[config.mk]
export PLATFORM = sky130hd
export DESIGN_NAME = mem_access_ctrl_flat
export DESIGN_NICKNAME = d
export VERILOG_FILES = /design/src/rtl/mem_access_ctrl_if.sv /design/src/rtl/mem_access_ctrl.sv /design/src/flat_wrapper.sv
export SDC_FILE = /design/constraint.sdc
export NUM_CORES = 1
export LEC_CHECK = 0
export ABC_CLOCK_PERIOD_IN_PS = 2600
export CAP_MARGIN = 20
export CORE_ASPECT_RATIO = 0.5
export CORE_MARGIN = 2
export CORE_UTILIZATION = 45
export DETAILED_ROUTE_END_ITERATION = 10
export PLACE_DENSITY = 0.82
export SETUP_SLACK_MARGIN = 0.02
export SYNTH_ARGS = -nofsm -noshare
export SYNTH_HDL_FRONTEND = slang
export SYNTH_SLANG_ARGS = --single-unit
[constraint.sdc]
create_clock -name clk -period 2.6 [get_ports clk]
set_clock_uncertainty 0.1 [all_clocks]
set_input_delay 0.39 -clock clk [delete_from_list [all_inputs] [get_ports clk]]
set_output_delay 0.39 -clock clk [all_outputs]
set_load 0.02 [all_outputs]
[src/rtl/mem_access_ctrl_if.sv]
// CPU request/response and word-memory port bundle for mem_access_ctrl.
// master = CPU plus memory environment, slave = the controller.
interface mem_access_ctrl_if;
  logic        req_mem_access;
  logic [31:0] addr;
  logic [31:0] data_in;
  logic        data_inout_access_type;
  logic [1:0]  data_inout_access_size;
  logic [31:0] data_out;
  logic        wait_for_mem;
  logic        access_err;
  logic        mem_en;
  logic        mem_we;
  logic [29:0] mem_word_addr;
  logic [3:0]  mem_be;
  logic [31:0] mem_wdata;
  logic [31:0] mem_rdata;
  logic        mem_ready;

  modport master (
    output req_mem_access, addr, data_in, data_inout_access_type, data_inout_access_size,
    output mem_rdata, mem_ready,
    input  data_out, wait_for_mem, access_err,
    input  mem_en, mem_we, mem_word_addr, mem_be, mem_wdata
  );

  modport slave (
    input  req_mem_access, addr, data_in, data_inout_access_type, data_inout_access_size,
    input  mem_rdata, mem_ready,
    output data_out, wait_for_mem, access_err,
    output mem_en, mem_we, mem_word_addr, mem_be, mem_wdata
  );
endinterface

[src/rtl/mem_access_ctrl.sv]
// CPU byte/half/word access onto a 32-bit word memory; 2-cycle minimum latency, CPU stalled via wait_for_mem until mem_ready.
// Define MEM_ACCESS_CTRL_TIMEOUT_EN to abort WAIT_MEM with access_err after TIMEOUT_CYCLES cycles.
module mem_access_ctrl #(
  parameter int TIMEOUT_CYCLES = 15
) (
  input  logic              clk,
  input  logic              reset_n,
  mem_access_ctrl_if.slave  bus
);

  localparam logic [1:0] IDLE     = 2'd0;
  localparam logic [1:0] ISSUE    = 2'd1;
  localparam logic [1:0] WAIT_MEM = 2'd2;
  localparam logic [1:0] RESP     = 2'd3;

  if (TIMEOUT_CYCLES < 1) begin : g_bad_timeout
    $error("TIMEOUT_CYCLES must be at least 1");
  end

  logic [1:0]  state, state_nxt;
  logic [31:0] addr_q, wdata_q, data_out_q;
  logic        we_q, err_q;
  logic [1:0]  size_q;
  logic        illegal, mem_en, timeout;
  logic [3:0]  be_raw;
  logic [31:0] rdata_sh, rdata_ext;

  always_comb begin
    illegal = 1'b0;
    case (bus.data_inout_access_size)
      2'd0:    illegal = 1'b0;
      2'd1:    illegal = bus.addr[0];
      2'd2:    illegal = (bus.addr[1:0] != 2'b00);
      default: illegal = 1'b1;
    endcase
  end

  always_comb begin
    be_raw    = 4'b1111;
    rdata_sh  = bus.mem_rdata >> {addr_q[1:0], 3'b000};
    rdata_ext = rdata_sh;
    case (size_q)
      2'd0: begin
        be_raw    = 4'b0001 << addr_q[1:0];
        rdata_ext = {24'd0, rdata_sh[7:0]};
      end
      2'd1: begin
        be_raw    = 4'b0011 << addr_q[1:0];
        rdata_ext = {16'd0, rdata_sh[15:0]};
      end
      default: begin
        be_raw    = 4'b1111;
        rdata_ext = rdata_sh;
      end
    endcase
  end

`ifdef MEM_ACCESS_CTRL_TIMEOUT_EN
  localparam int TO_W = $clog2(TIMEOUT_CYCLES + 1);
  logic [TO_W-1:0] to_cnt;

  always_ff @(posedge clk or negedge reset_n) begin
    if (!reset_n)
      to_cnt <= '0;
    else if (state != WAIT_MEM)
      to_cnt <= '0;
    else
      to_cnt <= to_cnt + 1'b1;
  end

  // Fires in the last permitted WAIT_MEM cycle so exactly TIMEOUT_CYCLES are spent waiting.
  assign timeout = (state == WAIT_MEM) && !bus.mem_ready && (to_cnt == TO_W'(TIMEOUT_CYCLES - 1));
`else
  assign timeout = 1'b0;
`endif

  always_comb begin
    state_nxt = state;
    case (state)
      IDLE:     if (bus.req_mem_access) state_nxt = illegal ? RESP : ISSUE;
      ISSUE:    state_nxt = bus.mem_ready ? RESP : WAIT_MEM;
      WAIT_MEM: if (bus.mem_ready || timeout) state_nxt = RESP;
      default:  state_nxt = IDLE;
    endcase
  end

  always_ff @(posedge clk or negedge reset_n) begin
    if (!reset_n) begin
      state      <= IDLE;
      addr_q     <= '0;
      wdata_q    <= '0;
      we_q       <= 1'b0;
      size_q     <= '0;
      err_q      <= 1'b0;
      data_out_q <= '0;
    end else begin
      state <= state_nxt;
      if (state == IDLE && bus.req_mem_access) begin
        addr_q  <= bus.addr;
        wdata_q <= bus.data_in;
        we_q    <= bus.data_inout_access_type;
        size_q  <= bus.data_inout_access_size;
        err_q   <= illegal;
        if (illegal) data_out_q <= '0;
      end
      if (mem_en && bus.mem_ready && !we_q) data_out_q <= rdata_ext;
      if (timeout) begin
        err_q      <= 1'b1;
        data_out_q <= '0;
      end
    end
  end

  // Memory-side outputs are gated by mem_en so nothing leaks outside an issued access.
  assign mem_en            = (state == ISSUE) || (state == WAIT_MEM);
  assign bus.mem_en        = mem_en;
  assign bus.mem_we        = mem_en & we_q;
  assign bus.mem_be        = mem_en ? be_raw : 4'b0000;
  assign bus.mem_word_addr = mem_en ? addr_q[31:2] : 30'd0;
  assign bus.mem_wdata     = mem_en ? (wdata_q << {addr_q[1:0], 3'b000}) : 32'd0;
  assign bus.wait_for_mem  = ((state == IDLE) && bus.req_mem_access) || mem_en;
  assign bus.access_err    = (state == RESP) && err_q;
  assign bus.data_out      = data_out_q;

endmodule

[src/flat_wrapper.sv]
// flat-port wrapper written by rule: the top's interface ports become plain ports
module mem_access_ctrl_flat 
#(
  parameter int TIMEOUT_CYCLES = 15
)
  (clk, reset_n, bus_req_mem_access, bus_addr, bus_data_in, bus_data_inout_access_type, bus_data_inout_access_size, bus_mem_rdata, bus_mem_ready, bus_data_out, bus_wait_for_mem, bus_access_err, bus_mem_en, bus_mem_we, bus_mem_word_addr, bus_mem_be, bus_mem_wdata);
  mem_access_ctrl_if bus_i ();
  input  logic clk;
  input  logic reset_n;
  input wire logic [$bits(bus_i.req_mem_access)-1:0] bus_req_mem_access;
  input wire logic [$bits(bus_i.addr)-1:0] bus_addr;
  input wire logic [$bits(bus_i.data_in)-1:0] bus_data_in;
  input wire logic [$bits(bus_i.data_inout_access_type)-1:0] bus_data_inout_access_type;
  input wire logic [$bits(bus_i.data_inout_access_size)-1:0] bus_data_inout_access_size;
  input wire logic [$bits(bus_i.mem_rdata)-1:0] bus_mem_rdata;
  input wire logic [$bits(bus_i.mem_ready)-1:0] bus_mem_ready;
  output wire logic [$bits(bus_i.data_out)-1:0] bus_data_out;
  output wire logic [$bits(bus_i.wait_for_mem)-1:0] bus_wait_for_mem;
  output wire logic [$bits(bus_i.access_err)-1:0] bus_access_err;
  output wire logic [$bits(bus_i.mem_en)-1:0] bus_mem_en;
  output wire logic [$bits(bus_i.mem_we)-1:0] bus_mem_we;
  output wire logic [$bits(bus_i.mem_word_addr)-1:0] bus_mem_word_addr;
  output wire logic [$bits(bus_i.mem_be)-1:0] bus_mem_be;
  output wire logic [$bits(bus_i.mem_wdata)-1:0] bus_mem_wdata;
  assign bus_i.req_mem_access = bus_req_mem_access;
  assign bus_i.addr = bus_addr;
  assign bus_i.data_in = bus_data_in;
  assign bus_i.data_inout_access_type = bus_data_inout_access_type;
  assign bus_i.data_inout_access_size = bus_data_inout_access_size;
  assign bus_i.mem_rdata = bus_mem_rdata;
  assign bus_i.mem_ready = bus_mem_ready;
  assign bus_data_out = bus_i.data_out;
  assign bus_wait_for_mem = bus_i.wait_for_mem;
  assign bus_access_err = bus_i.access_err;
  assign bus_mem_en = bus_i.mem_en;
  assign bus_mem_we = bus_i.mem_we;
  assign bus_mem_word_addr = bus_i.mem_word_addr;
  assign bus_mem_be = bus_i.mem_be;
  assign bus_mem_wdata = bus_i.mem_wdata;
  mem_access_ctrl #(.TIMEOUT_CYCLES(TIMEOUT_CYCLES)) u_core (.clk(clk), .reset_n(reset_n), .bus(bus_i));
endmodule
==> results of run 1 <==
[metrics by stage]
step | cells | power, µW | hold slack (ps) | setup slack (ps) | cell area [µm²]
CTS | 817 | 11200 | 396 | 59.7 | 7900
global placement | 799 | 10000 | 265 | 126 | 7640
detailed placement | 799 | 10200 | 269 | 64.9 | 7640
floorplan | 449 | 7150 | -5.59 | 287 | 5420
global route | 817 | 11700 | 412 | 25.3 | 7880
finish | 817 | 11100 | 389 | 132 | 7880
[logic make-up after synthesis]
| family | after synthesis | synth area share (%) |
|---|---|---|
| mux | 124 | 24.8 |
| flops | 102 | 47.1 |
| simple gates | 108 | 10.8 |
| fa+ha+maj | 5 | 1.15 |
| compound gates | 67 | 11.5 |
| buf+inv | 43 | 4.66 |
[layout make-up]
cell class / count / share of cell area (%)
Multi-Input combinational cell: 304 / 33.4
Sequential cell: 102 / 32.4
Timing Repair Buffer: 226 / 27.8
Clock buffer: 10 / 3.03
Tap cell: 165 / 2.62
Clock inverter: 4 / 0.413
Inverter: 6 / 0.286
[power by group through the flow]
stage               clock [µW]  combinational (µW)  sequential [µW]
detailed placement           0                7280             2910
finish                    1260                6920             2890
global route              1370                7380             2990
global placement             0                7170             2870
floorplan                    0                4160             2990
CTS                       1300                6980             2880
[flip-flops by register name (all words and copies together), names as in the netlist]
signal,flops
u_core.err_q,1
u_core.we_q,1
u_core.bus.data_out,32
u_core.size_q,2
u_core.state,2
u_core.wdata_q,32
u_core.addr_q,32
[cell usage after synthesis, drive strengths merged]
cell / number / area share (%)
and2: 40 / 4.6
a32o: 16 / 3.0
inv: 6 / 0.42
o22ai: 9 / 2.0
a211o: 1 / 0.16
or3: 1 / 0.21
and3b: 1 / 0.16
a21boi: 9 / 1.2
mux2i: 41 / 7.6
nand4: 1 / 0.23
o32ai: 8 / 1.3
nor3b: 1 / 0.35
o2bb2ai: 9 / 1.5
a31oi: 1 / 0.12
nand2: 37 / 2.6
ha: 5 / 1.2
buf: 27 / 3.6
nor2: 12 / 0.83
nand2b: 3 / 0.35
nand3b: 1 / 0.14
mux2: 83 / 17
o221ai: 1 / 0.16
o211a: 8 / 1.5
a21oi: 1 / 0.092
a21o: 2 / 0.30
dfrtp: 102 / 47
nor2b: 2 / 0.23
or2: 8 / 0.92
and4b: 1 / 0.18
clkbuf: 10 / 0.69
o21a: 2 / 0.28
[final timing paths]
kind / startpoint / slack (ps) / to
setup / recovery: u_core.state[0] / 130 / bus_mem_wdata[17]
hold / removal: u_core.wdata_q[18] / 390 / u_core.wdata_q[18]
setup reg to reg: u_core.state[0] / 490 / u_core.bus.data_out[15]
hold reg to reg: u_core.wdata_q[18] / 390 / u_core.wdata_q[18]
max in group asynchronous: reset_n / 1270 / u_core.addr_q[0]
min in group asynchronous: reset_n / 430 / u_core.addr_q[9]
[worst max-delay path: cells and delay by family, from the launching register on]
family	cells	cell delay, ps
compound gates	1	220
flops	1	340
fa+ha+maj	1	310
buf+inv	3	770
[timing repair]
action | 4_1_cts | 5_1_grt
resized for setup | 70 | 11
endpoints found under the hold margin | 31 | 0
hold buffers | 1 | 0
gates cloned | 1 | 0
setup buffers | 2 | 0
setup endpoints to repair | 67 | 6
[metal layers]
layer	part of all wire (%)	vias up
met5	0	-
met4	1.6	0
met3	5.4	16
met2	49	124
met1	44	2147
li1	-	2012
==> results.ini, run 1 <==
[critical_path]
cp_slowest_cell=dlygate4sd2_1
cp_max_fo=28
critPathMaxStageDelay_ps=360
end_kind=output pin
critPathLaunchType=flip-flop
crit_type=flip-flop to output pin
crit_path_cell_trace=inv_1, ha_4, bufbuf_16, a21boi_1, dlygate4sd2_1
arrival_ps=1980
rr_worst_depth=6
cp.required_ps=2110

[drt]
via_count=4299
drt-initial-drc-count=242
ant_nets=0
routed_wl_um=15100
dr.pass1.iters=4
via_per_inst=5.26
drc=0
wire_per_inst_um=18.5

[synthesis]
synth_area_um2=5420
ys_ff_latch=102
yosysSeqAreaShare_pct=47.1
synth.distinct_cells=40
synth_cells=449
syn_area_per_cell_um2=12.1
synth_nets=557
yosysWarnings=0

[power_and_ir_drop]
power.switching_uw=4740
powerDensity_nw_per_um2=1400
internal-power_uw=6330
peakVddDrop_uv=639
p_comb_share_pct=62.5
power_frac_clock_pct=11.4
p_seq_share_pct=26.1
p_leak_uw=0.00363
switching_share_pct=42.8

[layout]
nFillCells=951
nNetsFinal=757
antenna_cells=0
final_cell_mix=clkdlybuf4s50_1, dfrtp_1, mux2_2, dlygate4sd2_1, mux2i_1
synthToLayoutAreaGrowth_pct=45.4
post_route_cells_drive_above_1_share_pct=19.3
seqCellArea_um2=2550
final_core_util_pct=66.9
final_common_cell=clkdlybuf4s50_1
multi_input_area_um2=2630

[floorplan]
io_pins=205
coreArea_um2=11800
die_y_um=81.6
start_util_pct=46.0
placementRows=28
die_x_um=159
die-area_um2=13000

[clock_network]
cts_root_buf=clkbuf_16
cts_tree=yes
numCtsBuffers=9
clockBufferDepth=2
worstSkewPairLatency_ps=340
cts.sinks=102
clkSlewWorstSetupHoldPaths_ps=70
h-tree-depth=3

[global_route]
met2_usage_pct=42.0
antenna_found_initial=0
first_global_vias=4458
use_met1_pct=30.2
grt_use_total_pct=24.1
met3_usage_pct=6.31
grt_most_used_layer=met2
grt_max_degree=70
grt_pass1_wl_um=24300
overflow=0

[sta]
drv_slew=0
maxSlewHeadroom_pct=60.3
timing.final.crit_share_pct=94.9
tightest_slew_ps=593
max_freq_mhz=405
setup_viol=0
rsz0062_at_grt=false
hold_viol=0
tns_ps=0
period_needed_ps=2470

[place]
hpwl_um=10900
place.gp.congestion=0.910
portBuffers=204

[job]
cap_viol_max_count=0

[status]
status=complete, no violations

[hold_path]
hold_path_depth=1
worstHoldPathType=flip-flop to flip-flop

Power figures use the tool's default switching activity.
==> run 2, diff against run 1 <==
--- a/config.mk
+++ b/config.mk
@@ -12,7 +12,6 @@
 export CORE_UTILIZATION = 45
 export DETAILED_ROUTE_END_ITERATION = 10
 export PLACE_DENSITY = 0.82
-export SETUP_SLACK_MARGIN = 0.02
 export SYNTH_ARGS = -nofsm -noshare
 export SYNTH_HDL_FRONTEND = slang
 export SYNTH_SLANG_ARGS = --single-unit
==> results of run 2 <==
No change in the layout: final DEF, timing and power equal those of run 1.
==> run 3, diff against run 2 <==
--- a/config.mk
+++ b/config.mk
@@ -5,7 +5,7 @@
 export SDC_FILE = /design/constraint.sdc
 export NUM_CORES = 1
 export LEC_CHECK = 0
-export ABC_CLOCK_PERIOD_IN_PS = 2600
+export ABC_CLOCK_PERIOD_IN_PS = 3110
 export CAP_MARGIN = 20
 export CORE_ASPECT_RATIO = 0.5
 export CORE_MARGIN = 2
==> constraint.sdc (replaced) <==
create_clock -name clk -period 3.11 [get_ports clk]
set_clock_uncertainty 0.1 [all_clocks]
set_input_delay 0.4665 -clock clk [delete_from_list [all_inputs] [get_ports clk]]
set_output_delay 0.4665 -clock clk [all_outputs]
set_load 0.02 [all_outputs]
==> results.ini, run 3 (synthesis gave the netlist of run 1 again) <==
[floorplan]
die_x_um=159  ; unchanged
coreArea_um2=11800  ; unchanged
die_y_um=81.6  ; unchanged
io_pins=205  ; unchanged
die-area_um2=13000  ; unchanged
start_util_pct=46.0  ; unchanged
placementRows=28  ; unchanged

[status]
status=complete, no violations

[clock_network]
clkSlewWorstSetupHoldPaths_ps=70  ; about the same
cts_tree=yes
clockBufferDepth=2  ; unchanged
cts_hold_repair.buffers=0  ; -1
cts.sinks=102  ; unchanged
h-tree-depth=3  ; unchanged
numCtsBuffers=9  ; unchanged
worstSkewPairLatency_ps=340  ; about the same
cts_root_buf=clkbuf_16

[drt]
dr.pass1.iters=4  ; unchanged
ant_nets=0  ; unchanged
routed_wl_um=14900  ; -1.2%
drc=0  ; unchanged
wire_per_inst_um=18.5  ; -0.10%
drt-initial-drc-count=284  ; +17%
via_per_inst=5.25  ; -0.18%
via_count=4244  ; -1.3%

[layout]
nNetsFinal=746  ; -1.5%
final_cell_mix=clkdlybuf4s50_1, dfrtp_1, mux2_2, mux2i_1, and2_1
post_route_cells_drive_above_1_share_pct=17.6  ; -1.8 points
nFillCells=913  ; -4.0%
antenna_cells=0  ; unchanged
final_common_cell=clkdlybuf4s50_1
final_core_util_pct=67.0  ; +0.096 points
synthToLayoutAreaGrowth_pct=45.6

[global_route]
grt_max_degree=103  ; +47%
first_global_vias=4509  ; +1.1%
grt_pass1_wl_um=23900  ; -2.0%
antenna_found_initial=0  ; unchanged
overflow=0  ; unchanged
grt_use_total_pct=23.4  ; -0.66 points

[sta]
drv_slew=0  ; unchanged
fin_ws_ps=127  ; -4.73 ps
timing.final.crit_share_pct=95.9
hold_viol=0  ; unchanged
max_freq_mhz=335
tightest_slew_ps=875  ; +283 ps
tns_ps=0  ; unchanged
rsz0062_at_grt=false
maxSlewHeadroom_pct=41.6  ; -19 points
setup_viol=0  ; unchanged
period_needed_ps=2980

[critical_path]
r2r-end=u_core.bus.data_out[15]
critPathLaunchType=flip-flop
end_kind=output pin
cp.required_ps=2540  ; +430 ps
rr_worst_depth=7  ; +1
crit_type=flip-flop to output pin
r2r_start=u_core.state[1]
arrival_ps=2420  ; +440 ps
rrSetupSlack_ps=810  ; +320 ps
cp_max_fo=56  ; +100%

[place]
hpwl_um=10600  ; -3.1%
place_ws_ps=206  ; +141 ps
place.gp.congestion=0.878  ; -3.5%
portBuffers=204  ; unchanged

[power_and_ir_drop]
p_leak_uw=0.00336  ; -7.5%
powerDensity_nw_per_um2=1220  ; -13%
peakVddDrop_uv=600  ; -6.1%

[job]
cap_viol_max_count=0  ; unchanged

[hold_path]
worstHoldPathType=primary input to async pin

-- run 3: changes by cell type in the layout (fill, tap and decap cells not counted), sizes merged, moves of 2 or more --
| cell | before | now |
|---|---|---|
| clkinvlp | 2 | 0 |
| inv | 8 | 10 |
| buf | 22 | 13 |
| dlygate4sd2 | 62 | 0 |
| clkdlybuf4s50 | 134 | 202 |
| bufinv | 0 | 2 |
| clkbuf | 15 | 9 |
-- run 3: area by class of cell --
cell class	instances	area, µm²	share of cell area (%)
clock buffer	9	225	2.85
inverter	6	22.5	0.285
timing repair buffer	215	2160	27.3
sequential	102	2550	32.4
multi-input combinational	304	2620	33.2
clock inverter	7	103	1.30
tap	165	206	2.62
-- run 3: critical path, stage by stage, from the launching register on --
cell             delay (ps)
dfrtp_1                 440
inv_1                    90
ha_1                    350
buf_12                  230
nand2b_2                180
nor2_1                  150
clkdlybuf4s50_1         620
-- run 3: what timing repair did --
| item | CTS | global route |
|---|---|---|
| endpoints found under the setup margin | 8 | 20 |
| setup buffers | 0 | 1 |
| gates resized for setup | 3 | 2 |
| hold endpoints to repair | 0 | 0 |
-- run 3: stage by stage --
stage                     hold WS [ps]  cells  cell area, µm²  power (µW)
after floorplan                   70.9    449            5420        5980
after global placement             352    791            7530        8240
after detailed placement           381    791            7530        8350
after CTS                          112    807            7860        9660
after global routing               134    808            7890       10200
final                             62.3    808            7890        9650
-- run 3: how the worst max path moves through the flow --
stage               startpoint                end  slack, ps  cells past startpoint
3_5_place_dp   u_core.state[1]  bus_mem_wdata[10]        210                      6
5_1_grt        u_core.state[0]  bus_mem_wdata[13]         20                      6
2_1_floorplan  u_core.state[0]      bus_mem_be[2]        720                      5
6_report       u_core.state[1]  bus_mem_wdata[10]        130                      6
4_1_cts        u_core.state[1]   bus_mem_wdata[4]         10                      5
3_3_place_gp   u_core.state[0]  bus_mem_wdata[15]        280                      6
-- run 3: report_power, final --
group / internal, µW / leakage [µW] / total [µW] / switching, µW
logic: 3000 / 0.00194 / 5900 / 2900
clock network: 719 / 0.000163 / 1240 / 520
registers: 1980 / 0.00125 / 2510 / 535
total: 5700 / 0.00336 / 9650 / 3950
-- run 3: layer usage --
layer  vias up  wire length [µm]  GRT usage [%]
li1       1987                 -              -
met1      2109              6480           28.6
met2       130              7400           42.1
met3        18               800           6.06
met4         0               264           6.64
met5         -                 0              0
